<file path="src/rtl/ysyx_040750_axi_master.sv">
// Single-outstanding AXI4-Lite initiator turning LSU load/store requests into AR/R or AW/W/B traffic.
// Optional watchdog: define AXI_MASTER_TIMEOUT_EN to abort stalled transactions after TIMEOUT_CYCLES.
module ysyx_040750_axi_master #(
  parameter int ADDR_W         = 32,
  parameter int DATA_W         = 64,
  parameter int TIMEOUT_CYCLES = 1024
) (
  input  logic                I_clk,
  input  logic                I_rst,
  input  logic                I_req_valid,
  output logic                O_req_ready,
  input  logic                I_req_wen,
  input  logic [ADDR_W-1:0]   I_req_addr,
  input  logic [DATA_W-1:0]   I_req_wdata,
  input  logic [DATA_W/8-1:0] I_req_wstrb,
  output logic                O_resp_valid,
  output logic [DATA_W-1:0]   O_resp_rdata,
  output logic                O_resp_err,
  output logic [ADDR_W-1:0]   O_araddr,
  output logic                O_arvalid,
  input  logic                I_arready,
  input  logic [DATA_W-1:0]   I_rdata,
  input  logic                I_rvalid,
  output logic                O_rready,
  output logic [ADDR_W-1:0]   O_awaddr,
  output logic                O_awvalid,
  input  logic                I_awready,
  output logic [DATA_W-1:0]   O_wdata,
  output logic [DATA_W/8-1:0] O_wstrb,
  output logic                O_wvalid,
  input  logic                I_wready,
  input  logic                I_bvalid,
  output logic                O_bready
);
  typedef enum logic [2:0] {S_IDLE, S_RD_ADDR, S_RD_DATA, S_WR, S_WR_RESP, S_DONE} state_t;

  state_t                state_q, state_d;
  logic [ADDR_W-1:0]     addr_q, addr_d;
  logic [DATA_W-1:0]     wdata_q, wdata_d;
  logic [DATA_W/8-1:0]   wstrb_q, wstrb_d;
  logic [DATA_W-1:0]     rdata_q, rdata_d;
  logic                  aw_done_q, aw_done_d, w_done_q, w_done_d, b_done_q, b_done_d;
  logic                  arvalid_q, arvalid_d, rready_q, rready_d;
  logic                  awvalid_q, awvalid_d, wvalid_q, wvalid_d, bready_q, bready_d;
  logic                  resp_valid_q, resp_valid_d;
  logic                  aw_hs, w_hs, progress, timeout_hit, timed_out;

  assign aw_hs = awvalid_q & I_awready;
  assign w_hs  = wvalid_q & I_wready;

`ifdef AXI_MASTER_TIMEOUT_EN
  logic [31:0] cnt_q, cnt_d;
  logic        err_q;

  always_comb begin
    cnt_d = cnt_q;
    if (state_q == S_IDLE)
      cnt_d = '0;
    else if (state_q != S_DONE)
      cnt_d = cnt_q + 32'd1;
  end

  assign timeout_hit = (state_q != S_IDLE) && (state_q != S_DONE) &&
                       (cnt_d == 32'(TIMEOUT_CYCLES));

  always_ff @(posedge I_clk or posedge I_rst) begin
    if (I_rst) begin
      cnt_q <= '0;
      err_q <= 1'b0;
    end else begin
      cnt_q <= cnt_d;
      err_q <= timed_out;
    end
  end

  assign O_resp_err = err_q;
`else
  logic unused_timeout_cfg;
  assign unused_timeout_cfg = (TIMEOUT_CYCLES != 0);
  assign timeout_hit        = 1'b0;
  assign O_resp_err         = 1'b0;
`endif

  always_comb begin
    state_d   = state_q;
    addr_d    = addr_q;
    wdata_d   = wdata_q;
    wstrb_d   = wstrb_q;
    rdata_d   = rdata_q;
    aw_done_d = aw_done_q;
    w_done_d  = w_done_q;
    b_done_d  = b_done_q;
    timed_out = 1'b0;
    case (state_q)
      S_IDLE: if (I_req_valid) begin
        addr_d    = I_req_addr;
        wdata_d   = I_req_wdata;
        wstrb_d   = I_req_wstrb;
        aw_done_d = 1'b0;
        w_done_d  = 1'b0;
        b_done_d  = 1'b0;
        state_d   = I_req_wen ? S_WR : S_RD_ADDR;
      end
      S_RD_ADDR: if (arvalid_q && I_arready) state_d = S_RD_DATA;
      S_RD_DATA: if (rready_q && I_rvalid) begin
        rdata_d = I_rdata;
        state_d = S_DONE;
      end
      S_WR: begin
        aw_done_d = aw_done_q | aw_hs;
        w_done_d  = w_done_q | w_hs;
        // A B beat only counts once the W beat has gone; earlier bvalid is ignored.
        b_done_d  = b_done_q | (w_done_d & I_bvalid);
        if (aw_done_d && w_done_d) begin
          if (b_done_d) begin
            state_d = S_DONE;
            rdata_d = '0;
          end else begin
            state_d = S_WR_RESP;
          end
        end
      end
      S_WR_RESP: if (I_bvalid) begin
        state_d = S_DONE;
        rdata_d = '0;
      end
      S_DONE:  state_d = S_IDLE;
      default: state_d = S_IDLE;
    endcase
    // Any handshake in the expiry cycle wins over the watchdog.
    progress = (state_d != state_q) || aw_hs || w_hs || (b_done_d != b_done_q);
    if (timeout_hit && !progress) begin
      state_d   = S_DONE;
      rdata_d   = '0;
      timed_out = 1'b1;
    end
  end

  assign arvalid_d    = (state_d == S_RD_ADDR);
  assign rready_d     = (state_d == S_RD_DATA);
  assign awvalid_d    = (state_d == S_WR) && !aw_done_d;
  assign wvalid_d     = (state_d == S_WR) && !w_done_d;
  assign bready_d     = (state_d == S_WR) || (state_d == S_WR_RESP);
  assign resp_valid_d = (state_d == S_DONE);

  always_ff @(posedge I_clk or posedge I_rst) begin
    if (I_rst) begin
      state_q      <= S_IDLE;
      addr_q       <= '0;
      wdata_q      <= '0;
      wstrb_q      <= '0;
      rdata_q      <= '0;
      aw_done_q    <= 1'b0;
      w_done_q     <= 1'b0;
      b_done_q     <= 1'b0;
      arvalid_q    <= 1'b0;
      rready_q     <= 1'b0;
      awvalid_q    <= 1'b0;
      wvalid_q     <= 1'b0;
      bready_q     <= 1'b0;
      resp_valid_q <= 1'b0;
    end else begin
      state_q      <= state_d;
      addr_q       <= addr_d;
      wdata_q      <= wdata_d;
      wstrb_q      <= wstrb_d;
      rdata_q      <= rdata_d;
      aw_done_q    <= aw_done_d;
      w_done_q     <= w_done_d;
      b_done_q     <= b_done_d;
      arvalid_q    <= arvalid_d;
      rready_q     <= rready_d;
      awvalid_q    <= awvalid_d;
      wvalid_q     <= wvalid_d;
      bready_q     <= bready_d;
      resp_valid_q <= resp_valid_d;
    end
  end

  assign O_req_ready  = (state_q == S_IDLE);
  assign O_resp_valid = resp_valid_q;
  assign O_resp_rdata = rdata_q;
  assign O_araddr     = addr_q;
  assign O_arvalid    = arvalid_q;
  assign O_rready     = rready_q;
  assign O_awaddr     = addr_q;
  assign O_awvalid    = awvalid_q;
  assign O_wdata      = wdata_q;
  assign O_wstrb      = wstrb_q;
  assign O_wvalid     = wvalid_q;
  assign O_bready     = bready_q;
endmodule

</file>
<file path="config.mk">
export PLATFORM = sky130hd
export DESIGN_NAME = ysyx_040750_axi_master
export DESIGN_NICKNAME = d
export VERILOG_FILES = /design/src/rtl/ysyx_040750_axi_master.sv
export SDC_FILE = /design/constraint.sdc
export NUM_CORES = 1
export LEC_CHECK = 0
export CORE_AREA = 2 2 151 153
export CTS_BUF_LIST = sky130_fd_sc_hd__clkbuf_8
export CTS_CLUSTER_SIZE = 16
export DETAILED_ROUTE_END_ITERATION = 8
export DIE_AREA = 0 0 153 155
export GPL_TIMING_DRIVEN = 0
export PLACE_DENSITY_LB_ADDON = 0.1
export SYNTH_ARGS = -nofsm -noshare
export SYNTH_HDL_FRONTEND = slang
export SYNTH_SLANG_ARGS = --single-unit
</file>
<file path="constraint.sdc">
create_clock -name I_clk -period 11.45 [get_ports I_clk]
set_input_delay 2.29 -clock I_clk [delete_from_list [all_inputs] [get_ports I_clk]]
set_output_delay 2.29 -clock I_clk [all_outputs]
set_load 0.02 [all_outputs]
</file>
======== Word level (Yosys, flattened, before mapping) ========
Cells that the tools add are included.
word-level totals
  register bits after elaboration ......... 180
  word-level logic and storage cells ...... 67
cells by class
  equal/unequal tests ..................... 14
  multiplexer cells ....................... 19
  bitwise logic cells ..................... 6
  reductions and logical operators ........ 14
operators with widths
  cell                                                             count
  64-bit two-way mux                                               4
  64-bit one-hot mux with 3 select lines                           1
  3-bit two-way mux                                                5
  3-bit one-hot mux with 5 select lines                            1
  3-bit by 2-bit == test with 1-bit output, second input constant  4
  2-bit != test, second input constant                             5
  3-bit == test, second input constant                             3
  3-bit by 1-bit == test with 1-bit output, second input constant  2
  1-bit one-hot mux with 2 select lines                            3
  1-bit logical AND                                                5
  5-bit AND reduction                                              1
  1-bit two-way mux                                                4
  2-bit AND reduction                                              2
  1-bit AND                                                        3
  3-bit zero test                                                  1
  1-bit OR                                                         3
  3-bit nonzero test                                               1
  1-bit zero test                                                  2
  2-bit two-way mux                                                1
  2-bit nonzero test                                               1
  1-bit logical OR                                                 1

======== Logic depth before layout (Yosys ltp) ========
Gate-level depths: netlist (run 1).
  depth after elaboration ................. 9
  mapped depth ............................ 8
  depth with buffers taken out ............ 5

======== Worst setup path before layout (run 1) ========
OpenSTA, ideal clock, no wires.
  path kind ............................... input-to-reg
  from .................................... input I_wready
  to ...................................... register arvalid_q (netlist: O_arvalid)
  library setup time ...................... 0.111 ns
  data arrival time ....................... 3.356 ns
  path slack .............................. 7.983 ns
  stages on the path ...................... 5
  buffers on the path ..................... 0
  cells stage by stage .................... a21oi_1 or2_1 a221oi_4 inv_2 a2111oi_2
on the way
  elaborated cells between the ends (all ways) .. 9
  those cells by class .................... eq/ne (1); mux (3); bitwise (4); reduce/logical (1)
RTL lines
  element                                   RTL line  text
  start, declared                           31        input logic I_wready,
  1-bit AND                                 49        assign w_hs = wvalid_q & I_wready;
  1-bit OR                                  111       w_done_d = w_done_q | w_hs;
  1-bit logical AND                         114       if (aw_done_d && w_done_d) begin
  3-bit two-way mux                         114
  3-bit one-hot mux with 5 select lines     94        case (state_q)
  via state_d[1]                            37        state_t state_q, state_d;
  3-bit by 1-bit == test with 1-bit output  139       assign arvalid_d = (state_d == S_RD_ADDR);
  via arvalid_d                             43        logic arvalid_q, arvalid_d, rready_q, rready_d;
  end signal, assigned                      171       arvalid_q <= arvalid_d;
  end, declared                             43
The timed path passes the listed nets, and every way through them passes these cells.
A chain may end at the register's enable or synchronous reset.

======== Worst setup path after layout (run 1) ========
  from .................................... register state_q[2]
  to ...................................... output O_req_ready
on the way
  cells in the longest elaborated chain, start to end .. 1
ends and longest elaborated chain
  element                 RTL line  text
  start, declared         37
  start signal, assigned  163       state_q <= state_d;
  3-bit zero test         180       assign O_req_ready = (state_q == S_IDLE);
  end, declared           11        output logic O_req_ready,
Every way passes these cells.

==> results of run 1 <==
==> cells in the mapped netlist (2+ instances only) <==
cell,number,area share [%]
nor2_1,8,0.43
mux2_2,58,9.4
dfrtp_1,180,65
buf_6,4,0.65
and2_1,2,0.18
nand2_1,2,0.11
inv_1,3,0.16
nor3_1,5,0.36
buf_4,41,4.4
a31oi_1,2,0.18
buf_2,16,1.1
a22o_1,64,8.0
mux2_1,47,7.6
a21oi_1,4,0.29
==> worst max-delay path by stage <==
stage	start	slack [ns]	cells past startpoint	endpoint
final	state_q[2]	7.31	3	O_req_ready
after global routing	state_q[2]	7.19	3	O_req_ready
after CTS	state_q[2]	7.25	3	O_req_ready
after detailed placement	I_wready	7.34	7	O_resp_rdata[38]
after global placement	I_rst	1.93	2	O_wdata[50]
after floorplan	I_rst	4.27	1	O_araddr[0]
==> cells by family after synthesis <==
logic type / count (synthesis) / synth area share [%]
AOI/OAI and AO/OA: 79 / 9.94
buffers and inverters: 66 / 6.47
DFF: 180 / 64.6
muxes: 106 / 17.1
other: 1 / 0.0538
and+or+nand+nor: 25 / 1.88
==> metal layers <==
metal	share of wire, %	wire (um)	vias to the layer above	global-route usage [%]
met2	53	11100	228	32.2
met5	0	0	-	0
met1	38	7950	2594	19.7
li1	-	-	2417	-
met4	2.3	484	0	5.91
met3	7.5	1590	26	6.49
==> state kept, by name, indices dropped and copies added, names as in the netlist <==
name	count
O_arvalid	1
b_done_q	1
O_resp_rdata	64
aw_done_q	1
O_resp_valid	1
O_wvalid	1
O_awvalid	1
O_bready	1
O_araddr	32
w_done_q	1
O_wstrb	8
state_q	3
O_rready	1
O_wdata	64
==> power by group <==
group	total (mW)	internal (mW)	switching (mW)
logic	1.79	0.951	0.841
clock network	0.440	0.205	0.236
registers	1.09	0.919	0.166
==> cell type report <==
cell class	count	area [um^2]	share of cell area, %
Sequential cell	180	4500	38.9
Inverter	4	22.5	0.194
Buffer	62	437	3.77
Clock inverter	10	123	1.06
Clock buffer	19	262	2.26
Multi-Input combinational cell	211	2020	17.4
Timing Repair Buffer	384	3860	33.3
Tap cell	285	357	3.08
==> through the flow <==
stage | instance area (um^2) | util [%] | hold WS (ns) | std cells | setup slack [ns]
after floorplan | 6980 | - | 0.486 | 457 | 4.27
after global routing | 11600 | 52.1 | 0.509 | 1155 | 7.19
final | 11600 | 52.1 | 0.491 | 1155 | 7.31
after global placement | 11200 | 50.2 | 0.468 | 1125 | 1.93
after CTS | 11600 | 52.1 | 0.497 | 1155 | 7.25
after detailed placement | 11200 | 50.4 | 0.474 | 1126 | 7.34
==> results.sh, run 1 <==
export IMPL_area_growth_synth_to_final_pct=66.1
export IMPL_p_per_area_nw_per_um2=286
export IMPL_crit_chain="buf_4, nor3_2, clkdlybuf4s50_1"
export IMPL_initial_utilization_pct=31.4
export IMPL_rsz0062_at_grt="false"
export IMPL_vdd_drop_max_v=0.000136
export IMPL_drive_gt1_share_pct=17.8
export IMPL_end_kind="primary output"
export IMPL_cts_setup_buffers=0
export IMPL_clock_sinks=180
export IMPL_holdPathStages=1
export IMPL_max_freq_mhz=241
export IMPL_post_route_period_util_pct=36.2
export IMPL_cap_violations=0
export IMPL_portBuffers=383
export IMPL_netlist_area_um2=6980
export IMPL_ys_seq_area_share_pct=64.6
export IMPL_grt_overflow=0
export IMPL_ctsHoldBuffers=0
export IMPL_path_clk_slew_ns=0.09
export IMPL_status="finished clean"
export IMPL_worstHoldPathType="reg2reg"
export IMPL_hold_violations=0
export IMPL_clock_path_buffers=2
export IMPL_grt_pass1_vias=5797
export IMPL_min_to="O_wdata[15]"
export IMPL_cts_made_buffers=17
export IMPL_cts_resized=0
export IMPL_critPathSlowestCell="clkdlybuf4s50_1"
export IMPL_cts_max_level=4
export IMPL_syn_nets=634
export IMPL_rrSetupSlack_ns=9.53
export IMPL_drtIter0Drc=227
export IMPL_cp_slowest_stage_delay_ns=0.65
export IMPL_syn_inst=457
export IMPL_synth_seq_cells=180
export IMPL_n_fill_cell=1925
export IMPL_antenna_found_initial=0
export IMPL_drcViolationCount=0
export IMPL_final_cell_mix="clkdlybuf4s50_1 (383), dfrtp_1 (180), a22o_1 (64), mux2_2 (58), mux2_1 (47)"
export IMPL_grt_pass1_wl_um=33000
export IMPL_synth_distinct_cells=35
export IMPL_ys_async_sr_fraction_pct=100
export IMPL_wl_um=21200
export IMPL_cts_tree="built"
export IMPL_crit_path_max_fanout=10
export IMPL_wl_per_cell_um=18.3
export IMPL_grt_max_degree=92
export IMPL_die_y_um=155
export IMPL_dr_pass1_iters=4
export IMPL_worstPathArrival_ns=1.85
export IMPL_holdCritStartpoint="O_wdata[15]"
export IMPL_power_mw=3.32
export IMPL_hpwlAfterDp_um=16100
export IMPL_cp_top_family="buffers and inverters"
export IMPL_dieArea_um2=23700
export IMPL_core_um2=22200
export IMPL_place_congestion=0.804
export IMPL_startpoint_type="register"
export IMPL_crit_buf_inv=2
export IMPL_ys_flop_type="dfrtp_1"
export IMPL_skew_ns=0.0154
export IMPL_routed_via_density=4.56
export IMPL_p_leak_nw=4.99
export IMPL_finalSetupViolCount=0
export IMPL_slew_headroom_pct=55.0
export IMPL_die_x_um=153
export IMPL_design_final_nets=1037
export IMPL_maxSlewViolCount=0
export IMPL_rows=55
export IMPL_worst_pin_slew_ns=0.676
export IMPL_fin_tns_setup_ns=0
export IMPL_rr_worst_depth=7
export IMPL_worstReg2RegEnd="O_wdata[1]"
export IMPL_io_pins=385
export IMPL_vias=5265
export IMPL_required_ns=9.16
export IMPL_cts_root_buf="clkbuf_8"
export IMPL_finalCriticalPeriod_ns=4.14
export IMPL_antenna_left=0
export IMPL_antennaDiodeCount=0
export IMPL_synth_edf_count=0
export IMPL_rr_startpoint="state_q[2]"
export IMPL_grt_use_total_pct=17.9
export IMPL_path_class="reg2out"
export IMPL_worst_skew_pair_late_latency_ns=0.46
export IMPL_syn_avg_cell_area_um2=15.3
export IMPL_yosysWarnings=0
export IMPL_final_common_cell="clkdlybuf4s50_1"
Power figures use the tool's default switching activity.
==> run 2, diff against run 1 <==
--- a/config.mk
+++ b/config.mk
@@ -5,11 +5,11 @@
 export SDC_FILE = /design/constraint.sdc
 export NUM_CORES = 1
 export LEC_CHECK = 0
-export CORE_AREA = 2 2 151 153
+export CORE_AREA = 2 2 148 150
 export CTS_BUF_LIST = sky130_fd_sc_hd__clkbuf_8
 export CTS_CLUSTER_SIZE = 16
 export DETAILED_ROUTE_END_ITERATION = 8
-export DIE_AREA = 0 0 153 155
+export DIE_AREA = 0 0 150 152
 export GPL_TIMING_DRIVEN = 0
 export PLACE_DENSITY_LB_ADDON = 0.1
 export SYNTH_ARGS = -nofsm -noshare
==> constraint.sdc (replaced) <==
create_clock -name I_clk -period 3.88 [get_ports I_clk]
set_input_delay 0.776 -clock I_clk [delete_from_list [all_inputs] [get_ports I_clk]]
set_output_delay 0.776 -clock I_clk [all_outputs]
set_load 0.02 [all_outputs]
==> run 2 against run 1 <==
- worst setup slack lost 6.0 ns
- clock skew grew 0.0011 ns
- via count grew 0.49%
- design area grew 0.74%
- core utilization grew 2.5 points
- combinational power grew to 3.0 times the previous value
- global-route usage grew 0.33 points
- sequential power grew to 2.9 times the previous value
- register-to-register slack lost 7.6 ns
- sequential share of layout area shrank 0.29 points
- power grew to 3.0 times the previous value
- flip-flop and latch count is the same
- highest routed layer unchanged
==> results.sh, run 2 (synthesized netlist as in run 1, its figures left out) <==
export IMPL_post_route_period_util_pct=67.2
export IMPL_design_final_nets=1040
export IMPL_cts_max_level=4
export IMPL_path_clk_slew_ns=0.08
export IMPL_worst_pin_slew_ns=0.651
export IMPL_end_kind="primary output"
export IMPL_grt_max_degree=46
export IMPL_max_freq_mhz=383
export IMPL_required_ns=3.10
export IMPL_worstPathArrival_ns=1.83
export IMPL_hold_slack_ns=0.491
export IMPL_antennaDiodeCount=0
export IMPL_antenna_found_initial=0
export IMPL_ff_latch_area_um2=4500
export IMPL_power_mw=9.87
export IMPL_startpoint_type="register"
export IMPL_grt_overflow=0
export IMPL_placed_cell_area_um2=11200
export IMPL_n_fill_cell=1807
export IMPL_cts_tree="built"
export IMPL_vias=5291
export IMPL_grt_pass1_wl_um=31600
export IMPL_hold_violations=0
export IMPL_die_x_um=150
export IMPL_dieArea_um2=22800
export IMPL_clock_path_buffers=2
export IMPL_initial_utilization_pct=32.7
export IMPL_dp_slack_ns=1.32
export IMPL_path_class="reg2out"
export IMPL_cts_root_buf="clkbuf_8"
export IMPL_io_pins=385
export IMPL_finalNonFillerCells=1155
export IMPL_rows=54
export IMPL_cts_resized=0
export IMPL_status="finished clean"
export IMPL_maxSlewViolCount=0
export IMPL_skew_ns=0.0165
export IMPL_worst_skew_pair_late_latency_ns=0.46
export IMPL_cap_violations=0
export IMPL_multiInputGateArea_um2=2020
export IMPL_rsz0062_at_grt="false"
export IMPL_final_common_cell="clkdlybuf4s50_1"
export IMPL_core_um2=21400
export IMPL_ctsHoldBuffers=0
export IMPL_cts_setup_buffers=0
export IMPL_setup_ws_ns=1.27
export IMPL_drcViolationCount=0
export IMPL_wl_um=20900
export IMPL_area_growth_synth_to_final_pct=67.3
export IMPL_fin_area_um2=11700
export IMPL_vdd_drop_max_v=0.000376
export IMPL_p_per_area_nw_per_um2=846
export IMPL_clock_sinks=180
export IMPL_dr_pass1_iters=4
export IMPL_drive_gt1_share_pct=18.3
export IMPL_finalCriticalPeriod_ns=2.61
export IMPL_final_cell_mix="clkdlybuf4s50_1 (383), dfrtp_1 (180), a22o_1 (64), mux2_2 (58), mux2_1 (47)"
export IMPL_place_congestion=0.798
export IMPL_hpwlAfterDp_um=16400
export IMPL_drtIter0Drc=185
export IMPL_cts_made_buffers=17
export IMPL_antenna_left=0
export IMPL_grt_use_total_pct=18.3
export IMPL_p_leak_nw=5.04
export IMPL_slew_headroom_pct=56.5
export IMPL_routed_via_density=4.58
export IMPL_wl_per_cell_um=18.1
export IMPL_worstHoldPathType="reg2reg"
export IMPL_portBuffers=383
export IMPL_finalSetupViolCount=0
export IMPL_crit_path_max_fanout=10
export IMPL_die_y_um=152
export IMPL_placed_cells=1124
export IMPL_grt_pass1_vias=5569
[run 2: final timing paths]
path                              from           to  slack [ns]  depth (start not counted)
setup / recovery            state_q[2]  O_req_ready        1.27                          3
hold / removal             O_wdata[18]  O_wdata[18]        0.49                          1
setup reg to reg            state_q[2]   O_wstrb[0]        1.96                          7
hold reg to reg            O_wdata[18]  O_wdata[18]        0.49                          1
max in group asynchronous        I_rst   O_wstrb[0]        2.23                          4
min in group asynchronous        I_rst  O_wdata[19]        0.76                          2
[run 2: area by class of cell]
| class | instances | share of cell area, % |
|---|---|---|
| plain buffers | 62 | 3.74 |
| multi-input cells | 211 | 17.3 |
| well taps | 280 | 3.00 |
| flip-flops and latches | 180 | 38.6 |
| inverters | 4 | 0.161 |
| clock buffers | 19 | 2.24 |
| clock inverters | 12 | 1.43 |
| repair buffers | 387 | 33.5 |
[run 2: worst max-delay path: stages, from the launching register on]
cell             delay [ns]
dfrtp_1                0.37
buf_4                  0.16
nor3_2                 0.20
clkdlybuf4s50_1        0.65
[run 2: power breakdown]
part | internal, mW | total (mW) | switching (mW)
clock network | 0.682 | 1.37 | 0.692
registers | 2.71 | 3.20 | 0.484
logic | 2.81 | 5.30 | 2.49
total | 6.21 | 9.87 | 3.67
[run 2: per-layer routing]
metal / up-vias / wire [um] / GRT usage, %
li1: 2428 / - / -
met1: 2595 / 7780 / 19.8
met2: 232 / 10700 / 32.0
met3: 36 / 1800 / 6.82
met4: 0 / 590 / 7.14
met5: - / 0 / 0
[run 2: stage by stage]
step	utilization, %	setup TNS [ns]
floorplan	-	0
global placement	52.3	-105.48
detailed placement	52.7	0
CTS	54.7	0
global route	54.7	0
finish	54.7	0
